$ cat config.mk
export PLATFORM = sky130hd
export DESIGN_NAME = i2c_role_arbiter_flat
export DESIGN_NICKNAME = d
export VERILOG_FILES = /design/src/rtl/i2c_role_arbiter_pkg.sv /design/src/rtl/i2c_role_arbiter_if.sv /design/src/rtl/i2c_role_arbiter_bus_monitor.sv /design/src/rtl/i2c_role_arbiter.sv /design/src/flat_wrapper.sv
export SDC_FILE = /design/constraint.sdc
export NUM_CORES = 1
export LEC_CHECK = 0
export BUFFER_PORTS_ARGS = -buffer_cell sky130_fd_sc_hd__clkbuf_2
export CAP_MARGIN = 10
export CORE_UTILIZATION = 25
export DETAILED_ROUTE_END_ITERATION = 16
export REMOVE_ABC_BUFFERS = 1
export SLEW_MARGIN = 20
export SYNTH_ARGS = -nofsm -noshare
export SYNTH_HDL_FRONTEND = slang
export SYNTH_SLANG_ARGS = --single-unit
$ cat constraint.sdc
create_clock -name clk -period 2.85 [get_ports clk]
set_clock_uncertainty 0.1 [all_clocks]
set_input_delay 0.285 -clock clk [delete_from_list [all_inputs] [get_ports clk]]
set_output_delay 0.285 -clock clk [all_outputs]
set_load 0.1 [all_outputs]
$ cat src/rtl/i2c_role_arbiter_pkg.sv
// +----------------------------------------------------------------------------+
// | Module   : i2c_role_arbiter_pkg                                            |
// | Purpose  : Shared role and arbiter-state types for the I2C role arbiter.   |
// | Revision : 1.0 - initial release                                           |
// +----------------------------------------------------------------------------+
`default_nettype none

package i2c_role_arbiter_pkg;

    typedef enum logic {
        MASTER = 1'b0,
        SLAVE  = 1'b1
    } MasterSlave;

    typedef enum logic [1:0] {
        SLAVE_ACT   = 2'd0,
        MASTER_WAIT = 2'd1,
        MASTER_ACT  = 2'd2,
        DRAIN       = 2'd3
    } ArbState;

    // The master owns the bus from the grant until it has fully drained.
    function automatic MasterSlave role_of(input ArbState s);
        return ((s == MASTER_ACT) || (s == DRAIN)) ? MASTER : SLAVE;
    endfunction

endpackage

`default_nettype wire

$ cat src/rtl/i2c_role_arbiter_if.sv
// +----------------------------------------------------------------------------+
// | Module   : i2c_role_arbiter_if                                             |
// | Purpose  : Engine, register and pad signals around the I2C role arbiter.   |
// | Revision : 1.0 - initial release                                           |
// +----------------------------------------------------------------------------+
`default_nettype none

interface i2c_role_arbiter_if #(
    parameter int TBUF_W = 16
) ();
    logic              SDA_sync;
    logic              SCL_sync;
    logic              ms_select;
    logic              transaction_begin;
    logic [TBUF_W-1:0] tbuf_cycles;
    logic              busy_master;
    logic              busy_slave;
    logic              set_arbitration_lost;
    logic              SDA_out_master;
    logic              SCL_out_master;
    logic              SDA_out_slave;
    logic              SCL_out_slave;
    logic [7:0]        rx_data_master;
    logic [7:0]        rx_data_slave;
    logic              ack_error_set_master;
    logic              ack_error_set_slave;
    logic              TX_read_enable_master;
    logic              TX_read_enable_slave;
    logic              RX_write_enable_master;
    logic              RX_write_enable_slave;
    logic              set_transaction_complete_master;
    logic              set_transaction_complete_slave;

    logic              master_go;
    logic              transaction_begin_clear;
    logic              active_role;
    logic              line_busy;
    logic              bus_free;
    logic              SDA_out;
    logic              SCL_out;
    logic [7:0]        rx_data;
    logic              ack_error_set;
    logic              busy;
    logic              TX_read_enable;
    logic              RX_write_enable;
    logic              set_transaction_complete;

    // slave: the arbiter's view; master: the surrounding engines/registers/pads.
    modport slave (
        input  SDA_sync, SCL_sync, ms_select, transaction_begin, tbuf_cycles,
               busy_master, busy_slave, set_arbitration_lost,
               SDA_out_master, SCL_out_master, SDA_out_slave, SCL_out_slave,
               rx_data_master, rx_data_slave,
               ack_error_set_master, ack_error_set_slave,
               TX_read_enable_master, TX_read_enable_slave,
               RX_write_enable_master, RX_write_enable_slave,
               set_transaction_complete_master, set_transaction_complete_slave,
        output master_go, transaction_begin_clear, active_role, line_busy, bus_free,
               SDA_out, SCL_out, rx_data, ack_error_set, busy,
               TX_read_enable, RX_write_enable, set_transaction_complete
    );

    modport master (
        output SDA_sync, SCL_sync, ms_select, transaction_begin, tbuf_cycles,
               busy_master, busy_slave, set_arbitration_lost,
               SDA_out_master, SCL_out_master, SDA_out_slave, SCL_out_slave,
               rx_data_master, rx_data_slave,
               ack_error_set_master, ack_error_set_slave,
               TX_read_enable_master, TX_read_enable_slave,
               RX_write_enable_master, RX_write_enable_slave,
               set_transaction_complete_master, set_transaction_complete_slave,
        input  master_go, transaction_begin_clear, active_role, line_busy, bus_free,
               SDA_out, SCL_out, rx_data, ack_error_set, busy,
               TX_read_enable, RX_write_enable, set_transaction_complete
    );
endinterface

`default_nettype wire

$ cat src/rtl/i2c_role_arbiter_bus_monitor.sv
// +----------------------------------------------------------------------------+
// | Module   : i2c_role_arbiter_bus_monitor                                    |
// | Purpose  : START/STOP detection, line-busy flag, bus-free counter and the  |
// |            optional SCL-low timeout (I2C_ARB_SCL_TIMEOUT_EN).              |
// | Revision : 1.0 - initial release                                           |
// +----------------------------------------------------------------------------+
`default_nettype none

module i2c_role_arbiter_bus_monitor #(
    parameter int TBUF_W = 16
`ifdef I2C_ARB_SCL_TIMEOUT_EN
    ,
    parameter int TIMEOUT_CYCLES = 25000
`endif
) (
    input  logic              clk,
    input  logic              n_rst,
    input  logic              sda_sync,
    input  logic              scl_sync,
    input  logic [TBUF_W-1:0] tbuf_cycles,
    output logic              line_busy,
    output logic              bus_free,
    output logic              scl_timeout
);

    localparam logic [TBUF_W-1:0] c_FREE_MAX = '1;

    logic              r_sda_prev;
    logic              r_scl_prev;
    logic              r_line_busy;
    logic              r_bus_free;
    logic [TBUF_W-1:0] r_free_cnt;
    logic [TBUF_W-1:0] w_free_cnt_next;
    logic              w_start;
    logic              w_stop;
    logic              w_idle;
    logic              w_timeout;

`ifdef I2C_ARB_SCL_TIMEOUT_EN
    localparam int c_TO_W = $clog2(TIMEOUT_CYCLES + 1);

    logic [c_TO_W-1:0] r_scl_low_cnt;

    // Saturates at the limit so the timeout fires once per low period.
    always_ff @(posedge clk or negedge n_rst) begin
        if (!n_rst) begin
            r_scl_low_cnt <= '0;
        end else if (scl_sync) begin
            r_scl_low_cnt <= '0;
        end else if (r_scl_low_cnt != c_TO_W'(TIMEOUT_CYCLES)) begin
            r_scl_low_cnt <= r_scl_low_cnt + 1'b1;
        end
    end

    assign w_timeout = !scl_sync && (r_scl_low_cnt == c_TO_W'(TIMEOUT_CYCLES - 1));
`else
    assign w_timeout = 1'b0;
`endif

    assign w_start = r_scl_prev && scl_sync &&  r_sda_prev && !sda_sync;
    assign w_stop  = r_scl_prev && scl_sync && !r_sda_prev &&  sda_sync;
    assign w_idle  = !r_line_busy && sda_sync && scl_sync;

    always_comb begin
        w_free_cnt_next = '0;
        if (w_idle && !w_timeout) begin
            w_free_cnt_next = (r_free_cnt == c_FREE_MAX) ? r_free_cnt : r_free_cnt + 1'b1;
        end
    end

    // bus_free is judged on the post-edge count so a zero threshold lags idle by one cycle.
    always_ff @(posedge clk or negedge n_rst) begin
        if (!n_rst) begin
            r_sda_prev  <= 1'b1;
            r_scl_prev  <= 1'b1;
            r_line_busy <= 1'b0;
            r_free_cnt  <= '0;
            r_bus_free  <= 1'b0;
        end else begin
            r_sda_prev <= sda_sync;
            r_scl_prev <= scl_sync;
            if (w_stop || w_timeout) begin
                r_line_busy <= 1'b0;
            end else if (w_start) begin
                r_line_busy <= 1'b1;
            end
            r_free_cnt <= w_free_cnt_next;
            r_bus_free <= w_idle && !w_timeout && (w_free_cnt_next >= tbuf_cycles);
        end
    end

    assign line_busy   = r_line_busy;
    assign bus_free    = r_bus_free;
    assign scl_timeout = w_timeout;

endmodule

`default_nettype wire

$ cat src/rtl/i2c_role_arbiter.sv
// +----------------------------------------------------------------------------+
// | Module   : i2c_role_arbiter                                                |
// | Purpose  : Grants the shared I2C bus to the master or slave engine and     |
// |            muxes pads/status; optional SCL timeout: I2C_ARB_SCL_TIMEOUT_EN.|
// | Revision : 1.0 - initial release                                           |
// +----------------------------------------------------------------------------+
`default_nettype none

module i2c_role_arbiter
    import i2c_role_arbiter_pkg::*;
#(
    parameter int TBUF_W = 16
`ifdef I2C_ARB_SCL_TIMEOUT_EN
    ,
    parameter int TIMEOUT_CYCLES = 25000
`endif
) (
    input  logic                clk,
    input  logic                n_rst,
    i2c_role_arbiter_if.slave   bus
);

    ArbState    r_state;
    ArbState    w_next_state;
    MasterSlave r_active_role;
    logic       r_master_go;
    logic       r_busy_low_seen;
    logic       r_pads_en;
    logic       w_go;
    logic       w_master_sel;
    logic       w_line_busy;
    logic       w_bus_free;
    logic       w_scl_timeout;

    i2c_role_arbiter_bus_monitor #(
        .TBUF_W         (TBUF_W)
`ifdef I2C_ARB_SCL_TIMEOUT_EN
        ,
        .TIMEOUT_CYCLES (TIMEOUT_CYCLES)
`endif
    ) u_bus_monitor (
        .clk         (clk),
        .n_rst       (n_rst),
        .sda_sync    (bus.SDA_sync),
        .scl_sync    (bus.SCL_sync),
        .tbuf_cycles (bus.tbuf_cycles),
        .line_busy   (w_line_busy),
        .bus_free    (w_bus_free),
        .scl_timeout (w_scl_timeout)
    );

    always_comb begin
        w_next_state = r_state;
        w_go         = 1'b0;
        case (r_state)
            SLAVE_ACT: begin
                if ((bus.ms_select == MASTER) && bus.transaction_begin) begin
                    w_next_state = MASTER_WAIT;
                end
            end
            MASTER_WAIT: begin
                if (bus.ms_select == SLAVE) begin
                    w_next_state = SLAVE_ACT;
                end else if (w_bus_free && !bus.busy_slave) begin
                    w_next_state = MASTER_ACT;
                    w_go         = 1'b1;
                end
            end
            MASTER_ACT: begin
                // r_master_go marks the first cycle, which the busy-low check skips.
                if (bus.set_arbitration_lost || w_scl_timeout) begin
                    w_next_state = DRAIN;
                end else if (bus.set_transaction_complete_master ||
                             (!r_master_go && !bus.busy_master && r_busy_low_seen)) begin
                    w_next_state = DRAIN;
                end
            end
            DRAIN: begin
                if (!bus.busy_master) begin
                    w_next_state = SLAVE_ACT;
                end
            end
            default: w_next_state = SLAVE_ACT;
        endcase
    end

    always_ff @(posedge clk or negedge n_rst) begin
        if (!n_rst) begin
            r_state         <= SLAVE_ACT;
            r_active_role   <= SLAVE;
            r_master_go     <= 1'b0;
            r_busy_low_seen <= 1'b0;
            r_pads_en       <= 1'b0;
        end else begin
            r_state         <= w_next_state;
            r_active_role   <= role_of(w_next_state);
            r_master_go     <= w_go;
            r_busy_low_seen <= (r_state == MASTER_ACT) && !r_master_go && !bus.busy_master;
            r_pads_en       <= 1'b1;
        end
    end

    assign w_master_sel = (r_active_role == MASTER);

    // Pads stay released through reset and its first clock, and while draining.
    always_comb begin
        bus.SDA_out = 1'b1;
        bus.SCL_out = 1'b1;
        if (r_pads_en && (r_state != DRAIN)) begin
            bus.SDA_out = w_master_sel ? bus.SDA_out_master : bus.SDA_out_slave;
            bus.SCL_out = w_master_sel ? bus.SCL_out_master : bus.SCL_out_slave;
        end
    end

    assign bus.master_go                = r_master_go;
    assign bus.transaction_begin_clear  = r_master_go;
    assign bus.active_role              = r_active_role;
    assign bus.line_busy                = w_line_busy;
    assign bus.bus_free                 = w_bus_free;
    assign bus.busy                     = bus.busy_master | bus.busy_slave | (r_state != SLAVE_ACT);
    assign bus.rx_data                  = w_master_sel ? bus.rx_data_master : bus.rx_data_slave;
    assign bus.ack_error_set            = w_master_sel ? bus.ack_error_set_master
                                                       : bus.ack_error_set_slave;
    assign bus.TX_read_enable           = w_master_sel ? bus.TX_read_enable_master
                                                       : bus.TX_read_enable_slave;
    assign bus.RX_write_enable          = w_master_sel ? bus.RX_write_enable_master
                                                       : bus.RX_write_enable_slave;
    assign bus.set_transaction_complete = w_master_sel ? bus.set_transaction_complete_master
                                                       : bus.set_transaction_complete_slave;

endmodule

`default_nettype wire

$ cat src/flat_wrapper.sv
// flat-port wrapper written by rule: the top's interface ports become plain ports
module i2c_role_arbiter_flat import i2c_role_arbiter_pkg::*;
#(
    parameter int TBUF_W = 16

)
  (clk, n_rst, bus_SDA_sync, bus_SCL_sync, bus_ms_select, bus_transaction_begin, bus_tbuf_cycles, bus_busy_master, bus_busy_slave, bus_set_arbitration_lost, bus_SDA_out_master, bus_SCL_out_master, bus_SDA_out_slave, bus_SCL_out_slave, bus_rx_data_master, bus_rx_data_slave, bus_ack_error_set_master, bus_ack_error_set_slave, bus_TX_read_enable_master, bus_TX_read_enable_slave, bus_RX_write_enable_master, bus_RX_write_enable_slave, bus_set_transaction_complete_master, bus_set_transaction_complete_slave, bus_master_go, bus_transaction_begin_clear, bus_active_role, bus_line_busy, bus_bus_free, bus_SDA_out, bus_SCL_out, bus_rx_data, bus_ack_error_set, bus_busy, bus_TX_read_enable, bus_RX_write_enable, bus_set_transaction_complete);
  i2c_role_arbiter_if #(.TBUF_W(TBUF_W)) bus_i ();
  input  logic clk;
  input  logic n_rst;
  input wire logic [$bits(bus_i.SDA_sync)-1:0] bus_SDA_sync;
  input wire logic [$bits(bus_i.SCL_sync)-1:0] bus_SCL_sync;
  input wire logic [$bits(bus_i.ms_select)-1:0] bus_ms_select;
  input wire logic [$bits(bus_i.transaction_begin)-1:0] bus_transaction_begin;
  input wire logic [$bits(bus_i.tbuf_cycles)-1:0] bus_tbuf_cycles;
  input wire logic [$bits(bus_i.busy_master)-1:0] bus_busy_master;
  input wire logic [$bits(bus_i.busy_slave)-1:0] bus_busy_slave;
  input wire logic [$bits(bus_i.set_arbitration_lost)-1:0] bus_set_arbitration_lost;
  input wire logic [$bits(bus_i.SDA_out_master)-1:0] bus_SDA_out_master;
  input wire logic [$bits(bus_i.SCL_out_master)-1:0] bus_SCL_out_master;
  input wire logic [$bits(bus_i.SDA_out_slave)-1:0] bus_SDA_out_slave;
  input wire logic [$bits(bus_i.SCL_out_slave)-1:0] bus_SCL_out_slave;
  input wire logic [$bits(bus_i.rx_data_master)-1:0] bus_rx_data_master;
  input wire logic [$bits(bus_i.rx_data_slave)-1:0] bus_rx_data_slave;
  input wire logic [$bits(bus_i.ack_error_set_master)-1:0] bus_ack_error_set_master;
  input wire logic [$bits(bus_i.ack_error_set_slave)-1:0] bus_ack_error_set_slave;
  input wire logic [$bits(bus_i.TX_read_enable_master)-1:0] bus_TX_read_enable_master;
  input wire logic [$bits(bus_i.TX_read_enable_slave)-1:0] bus_TX_read_enable_slave;
  input wire logic [$bits(bus_i.RX_write_enable_master)-1:0] bus_RX_write_enable_master;
  input wire logic [$bits(bus_i.RX_write_enable_slave)-1:0] bus_RX_write_enable_slave;
  input wire logic [$bits(bus_i.set_transaction_complete_master)-1:0] bus_set_transaction_complete_master;
  input wire logic [$bits(bus_i.set_transaction_complete_slave)-1:0] bus_set_transaction_complete_slave;
  output wire logic [$bits(bus_i.master_go)-1:0] bus_master_go;
  output wire logic [$bits(bus_i.transaction_begin_clear)-1:0] bus_transaction_begin_clear;
  output wire logic [$bits(bus_i.active_role)-1:0] bus_active_role;
  output wire logic [$bits(bus_i.line_busy)-1:0] bus_line_busy;
  output wire logic [$bits(bus_i.bus_free)-1:0] bus_bus_free;
  output wire logic [$bits(bus_i.SDA_out)-1:0] bus_SDA_out;
  output wire logic [$bits(bus_i.SCL_out)-1:0] bus_SCL_out;
  output wire logic [$bits(bus_i.rx_data)-1:0] bus_rx_data;
  output wire logic [$bits(bus_i.ack_error_set)-1:0] bus_ack_error_set;
  output wire logic [$bits(bus_i.busy)-1:0] bus_busy;
  output wire logic [$bits(bus_i.TX_read_enable)-1:0] bus_TX_read_enable;
  output wire logic [$bits(bus_i.RX_write_enable)-1:0] bus_RX_write_enable;
  output wire logic [$bits(bus_i.set_transaction_complete)-1:0] bus_set_transaction_complete;
  assign bus_i.SDA_sync = bus_SDA_sync;
  assign bus_i.SCL_sync = bus_SCL_sync;
  assign bus_i.ms_select = bus_ms_select;
  assign bus_i.transaction_begin = bus_transaction_begin;
  assign bus_i.tbuf_cycles = bus_tbuf_cycles;
  assign bus_i.busy_master = bus_busy_master;
  assign bus_i.busy_slave = bus_busy_slave;
  assign bus_i.set_arbitration_lost = bus_set_arbitration_lost;
  assign bus_i.SDA_out_master = bus_SDA_out_master;
  assign bus_i.SCL_out_master = bus_SCL_out_master;
  assign bus_i.SDA_out_slave = bus_SDA_out_slave;
  assign bus_i.SCL_out_slave = bus_SCL_out_slave;
  assign bus_i.rx_data_master = bus_rx_data_master;
  assign bus_i.rx_data_slave = bus_rx_data_slave;
  assign bus_i.ack_error_set_master = bus_ack_error_set_master;
  assign bus_i.ack_error_set_slave = bus_ack_error_set_slave;
  assign bus_i.TX_read_enable_master = bus_TX_read_enable_master;
  assign bus_i.TX_read_enable_slave = bus_TX_read_enable_slave;
  assign bus_i.RX_write_enable_master = bus_RX_write_enable_master;
  assign bus_i.RX_write_enable_slave = bus_RX_write_enable_slave;
  assign bus_i.set_transaction_complete_master = bus_set_transaction_complete_master;
  assign bus_i.set_transaction_complete_slave = bus_set_transaction_complete_slave;
  assign bus_master_go = bus_i.master_go;
  assign bus_transaction_begin_clear = bus_i.transaction_begin_clear;
  assign bus_active_role = bus_i.active_role;
  assign bus_line_busy = bus_i.line_busy;
  assign bus_bus_free = bus_i.bus_free;
  assign bus_SDA_out = bus_i.SDA_out;
  assign bus_SCL_out = bus_i.SCL_out;
  assign bus_rx_data = bus_i.rx_data;
  assign bus_ack_error_set = bus_i.ack_error_set;
  assign bus_busy = bus_i.busy;
  assign bus_TX_read_enable = bus_i.TX_read_enable;
  assign bus_RX_write_enable = bus_i.RX_write_enable;
  assign bus_set_transaction_complete = bus_i.set_transaction_complete;
  i2c_role_arbiter #(.TBUF_W(TBUF_W)) u_core (.clk(clk), .n_rst(n_rst), .bus(bus_i));
endmodule
==> results.md <==
* Result of the run: completed
* Worst Hold Class: input pin to flip-flop
* Via count of the first global-routing pass at 1,534
* Cell chosen for the clock root: sky130_fd_sc_hd__clkbuf_8
* Clock H-tree levels at 1
* Leading cell types in the layout, fill and taps excluded: sky130_fd_sc_hd__clkbuf_2, sky130_fd_sc_hd__dfrtp_1, sky130_fd_sc_hd__nor2_1
* Number of buffers added on ports at 72
* Number of iterations in the first detailed-routing pass at 4
* Antenna-violating nets left at 0
* Power per Cell Area at 383 nW/um^2
* Relative max-transition margin at 57.5%
* Worst setup path category: flip-flop to flip-flop
* Via count at 1,633
* Achievable frequency at 0.377 GHz
* Post-route setup TNS at 0 ns
* Number of clock sinks at 26
* Slew of the pin with the lowest slew margin at about 0.64 ns
* First-pass GRT wire length at 6.69 mm
* Minimum period implied by the final worst setup slack at 2.65 ns
* Die ar. at about 7600 um^2
* Nets at 337
* Die Height at between 80 and 90 um
* Peak supply drop at 0.206 mV
* Wirelength, routed at 4.17 mm
* RSZ-0062 raised after global routing: no
* Initial core utilization at 26.4%
* Post-Layout Inst Area at around 2300 um^2
* Slew Limit Fails at 0
* Gpl congestion at 0.811
* Yosys warns at 0
* Count of antenna diodes in the layout at 0
* Endpoint arrival time on the critical path at 2.70 ns
* Total number of placement rows at 30
* #FFs+latches synth at 26
* Max Root-Sink Buffers at 2
* Post-synthesis sequential area ratio at a little over a third
* Required time of the worst setup path at 2.89 ns
* Core footprint at between 6000 and 7000 um^2
* Horizontal die dimension at around 87 um
* Max-capacitance violation count at 0
* TritonCTS buffer count at 3
* Growth of design area from synthesis to finish at 28.4%
* Most common cell after layout, fill and taps aside: sky130_fd_sc_hd__clkbuf_2
* Post-CTS Setup Inserts at 0
* Grt ovf at 0
* Final setup violation count at 0
* Highest fanout seen on the critical path at 8
* Pleak at between 1 and 1.5 nW
* Critical path startpoint category: flip-flop
* GRT Total Usage at 11.1%
* Post-Place Cell Area at 2260 um^2
* # DRC at 0
* Mean instance size in the synthesized netlist at about 9.4 um^2
* Fraction of final layout cells sized beyond drive strength 1 at 37.2%
* I/O pin count at 73
* Initial antenna violation count at 0
* Final HPWL from detailed placement at 3.43 mm
* Count of endpoints failing hold in the final timing report at 0
* Post-route fraction of the period consumed by the critical path at 93.0%
* Synthesized cell area at 1830 um^2
* Cell variety after synth at 41
* Pin count of the biggest net entering global routing at 27
* CTS clk-pin slew, worst paths at 0.09 ns
* Endpoint kind of the worst setup timing path: flip-flop
* Initial DRC count at between 60 and 70
* Routed WL per cell at 11.5 um
* Number of standard cells after synthesis at 195
* Clock latency on the worst-skew pair at 0.27 ns
* Mean number of vias per cell at approximately 4.5
* CTS tree: yes
-- flip-flops by register name, indices dropped and copies added (netlist names) --
signal	count
u_core.bus.active_role	1
u_core.bus.master_go	1
u_core.r_busy_low_seen	1
u_core.r_pads_en	1
u_core.r_state	2
u_core.u_bus_monitor.bus_free	1
u_core.u_bus_monitor.line_busy	1
u_core.u_bus_monitor.r_free_cnt	16
u_core.u_bus_monitor.r_scl_prev	1
u_core.u_bus_monitor.r_sda_prev	1
-- logic make-up after synthesis --
| group | share of synthesized area (%) |
|---|---|
| and+or+nand+nor | 20.2 |
| muxes | 10.1 |
| other | 0.205 |
| adders and majority gates | 11.7 |
| DFF | 35.8 |
| buffers and inverters | 6.24 |
| xor gates and xnor gates | 3.84 |
| AOI/OAI and AO/OA | 11.9 |
-- through the flow --
stage	instances	power, mW	hold slack, ns	worst slack, ns	utilization, %
after floorplan	189	0.529	-0.111	0.256	-
after global placement	357	0.598	0.240	0.276	32.7
after CTS	362	0.910	0.0268	0.166	33.9
final	362	0.898	0.0304	0.199	33.9
after global routing	362	0.936	0.0208	0.0231	33.9
after detailed placement	357	0.601	0.246	0.186	32.7
-- layout make-up --
| type | instances | area (um^2) |
|---|---|---|
| fill | 733 | 4560 |
| multi-input combinational | 145 | 1060 |
| sequential | 26 | 654 |
| timing repair buffer | 73 | 370 |
| tap | 96 | 120 |
| inverter | 18 | 67.6 |
| clock buffer | 3 | 41.3 |
| clock inverter | 1 | 30.0 |
-- timing repair --
action                                 CTS  global route
hold buffers                             1             0
setup endpoints to repair                0             1
endpoints found under the hold margin   23             0
gates resized for setup                  0             1
-- layer usage --
| metal | GRT usage, % | vias up | part of all wire [%] |
|---|---|---|---|
| li1 | - | 830 | - |
| met1 | 13.5 | 731 | 46 |
| met2 | 20.7 | 70 | 47 |
| met3 | 2.09 | 2 | 6.9 |
| met4 | 1.79 | 0 | 0.34 |
| met5 | 0 | - | 0 |
-- synthesized netlist by cell type (all sizes together) --
library cell / count / share of area (%)
dfrtp: 23 / 32
nor2: 19 / 4.3
inv: 18 / 3.7
ha: 17 / 12
nand2: 17 / 3.5
mux2: 12 / 7.4
a21oi: 9 / 2.5
o21ai: 7 / 1.9
xor2: 7 / 3.4
and3: 6 / 2.1
nand3: 6 / 2.3
nand4: 6 / 2.4
a211oi: 5 / 2.1
a31oi: 5 / 2.1
mux2i: 5 / 2.7
nand2b: 5 / 1.7
buf: 4 / 1.9
and4: 3 / 1.5
dfstp: 3 / 4.3
clkbuf: 2 / 0.62
nor2b: 2 / 0.69
nor3: 2 / 0.55
o211ai: 2 / 0.82
o21bai: 2 / 0.82
a21boi: 1 / 0.41
a22oi: 1 / 0.41
conb: 1 / 0.21
nand3b: 1 / 0.62
nor4b: 1 / 0.48
o221ai: 1 / 0.48
o311ai: 1 / 0.48
xnor2: 1 / 0.48
-- path summary, 6_finish.rpt --
kind	start	endpoint	slack, ns	cells past startpoint
hold reg to reg	u_core.bus.master_go	u_core.r_busy_low_seen	0.40	1
max in group asynchronous	n_rst	u_core.u_bus_monitor.r_free_cnt[13]	1.75	2
hold / removal	bus_SDA_sync	u_core.u_bus_monitor.r_sda_prev	0.03	1
setup / recovery	u_core.u_bus_monitor.r_free_cnt[5]	u_core.u_bus_monitor.bus_free	0.20	11
min in group asynchronous	n_rst	u_core.bus.master_go	0.49	2
setup reg to reg	u_core.u_bus_monitor.r_free_cnt[5]	u_core.u_bus_monitor.bus_free	0.20	11
-- critical path, stage by stage (launching register included) --
cell                       delay [ns]
sky130_fd_sc_hd__dfrtp_1         0.42
sky130_fd_sc_hd__and4_1          0.44
sky130_fd_sc_hd__nand3_4         0.14
sky130_fd_sc_hd__nor2_4          0.15
sky130_fd_sc_hd__xnor2_1         0.17
sky130_fd_sc_hd__nand2b_1        0.09
sky130_fd_sc_hd__ha_1            0.26
sky130_fd_sc_hd__nand2b_1        0.13
sky130_fd_sc_hd__a211oi_1        0.26
sky130_fd_sc_hd__o221ai_1        0.18
sky130_fd_sc_hd__nand3_1         0.12
sky130_fd_sc_hd__a21oi_1         0.06
-- power by group --
part	total, mW	internal [mW]	switching, mW	leakage, nW
Sequential	0.385	0.377	0.00824	0.344
Clock	0.305	0.188	0.117	0.0357
Combinational	0.207	0.0585	0.149	0.825
Total	0.898	0.624	0.274	1.20
Power figures use the tool's default switching activity.
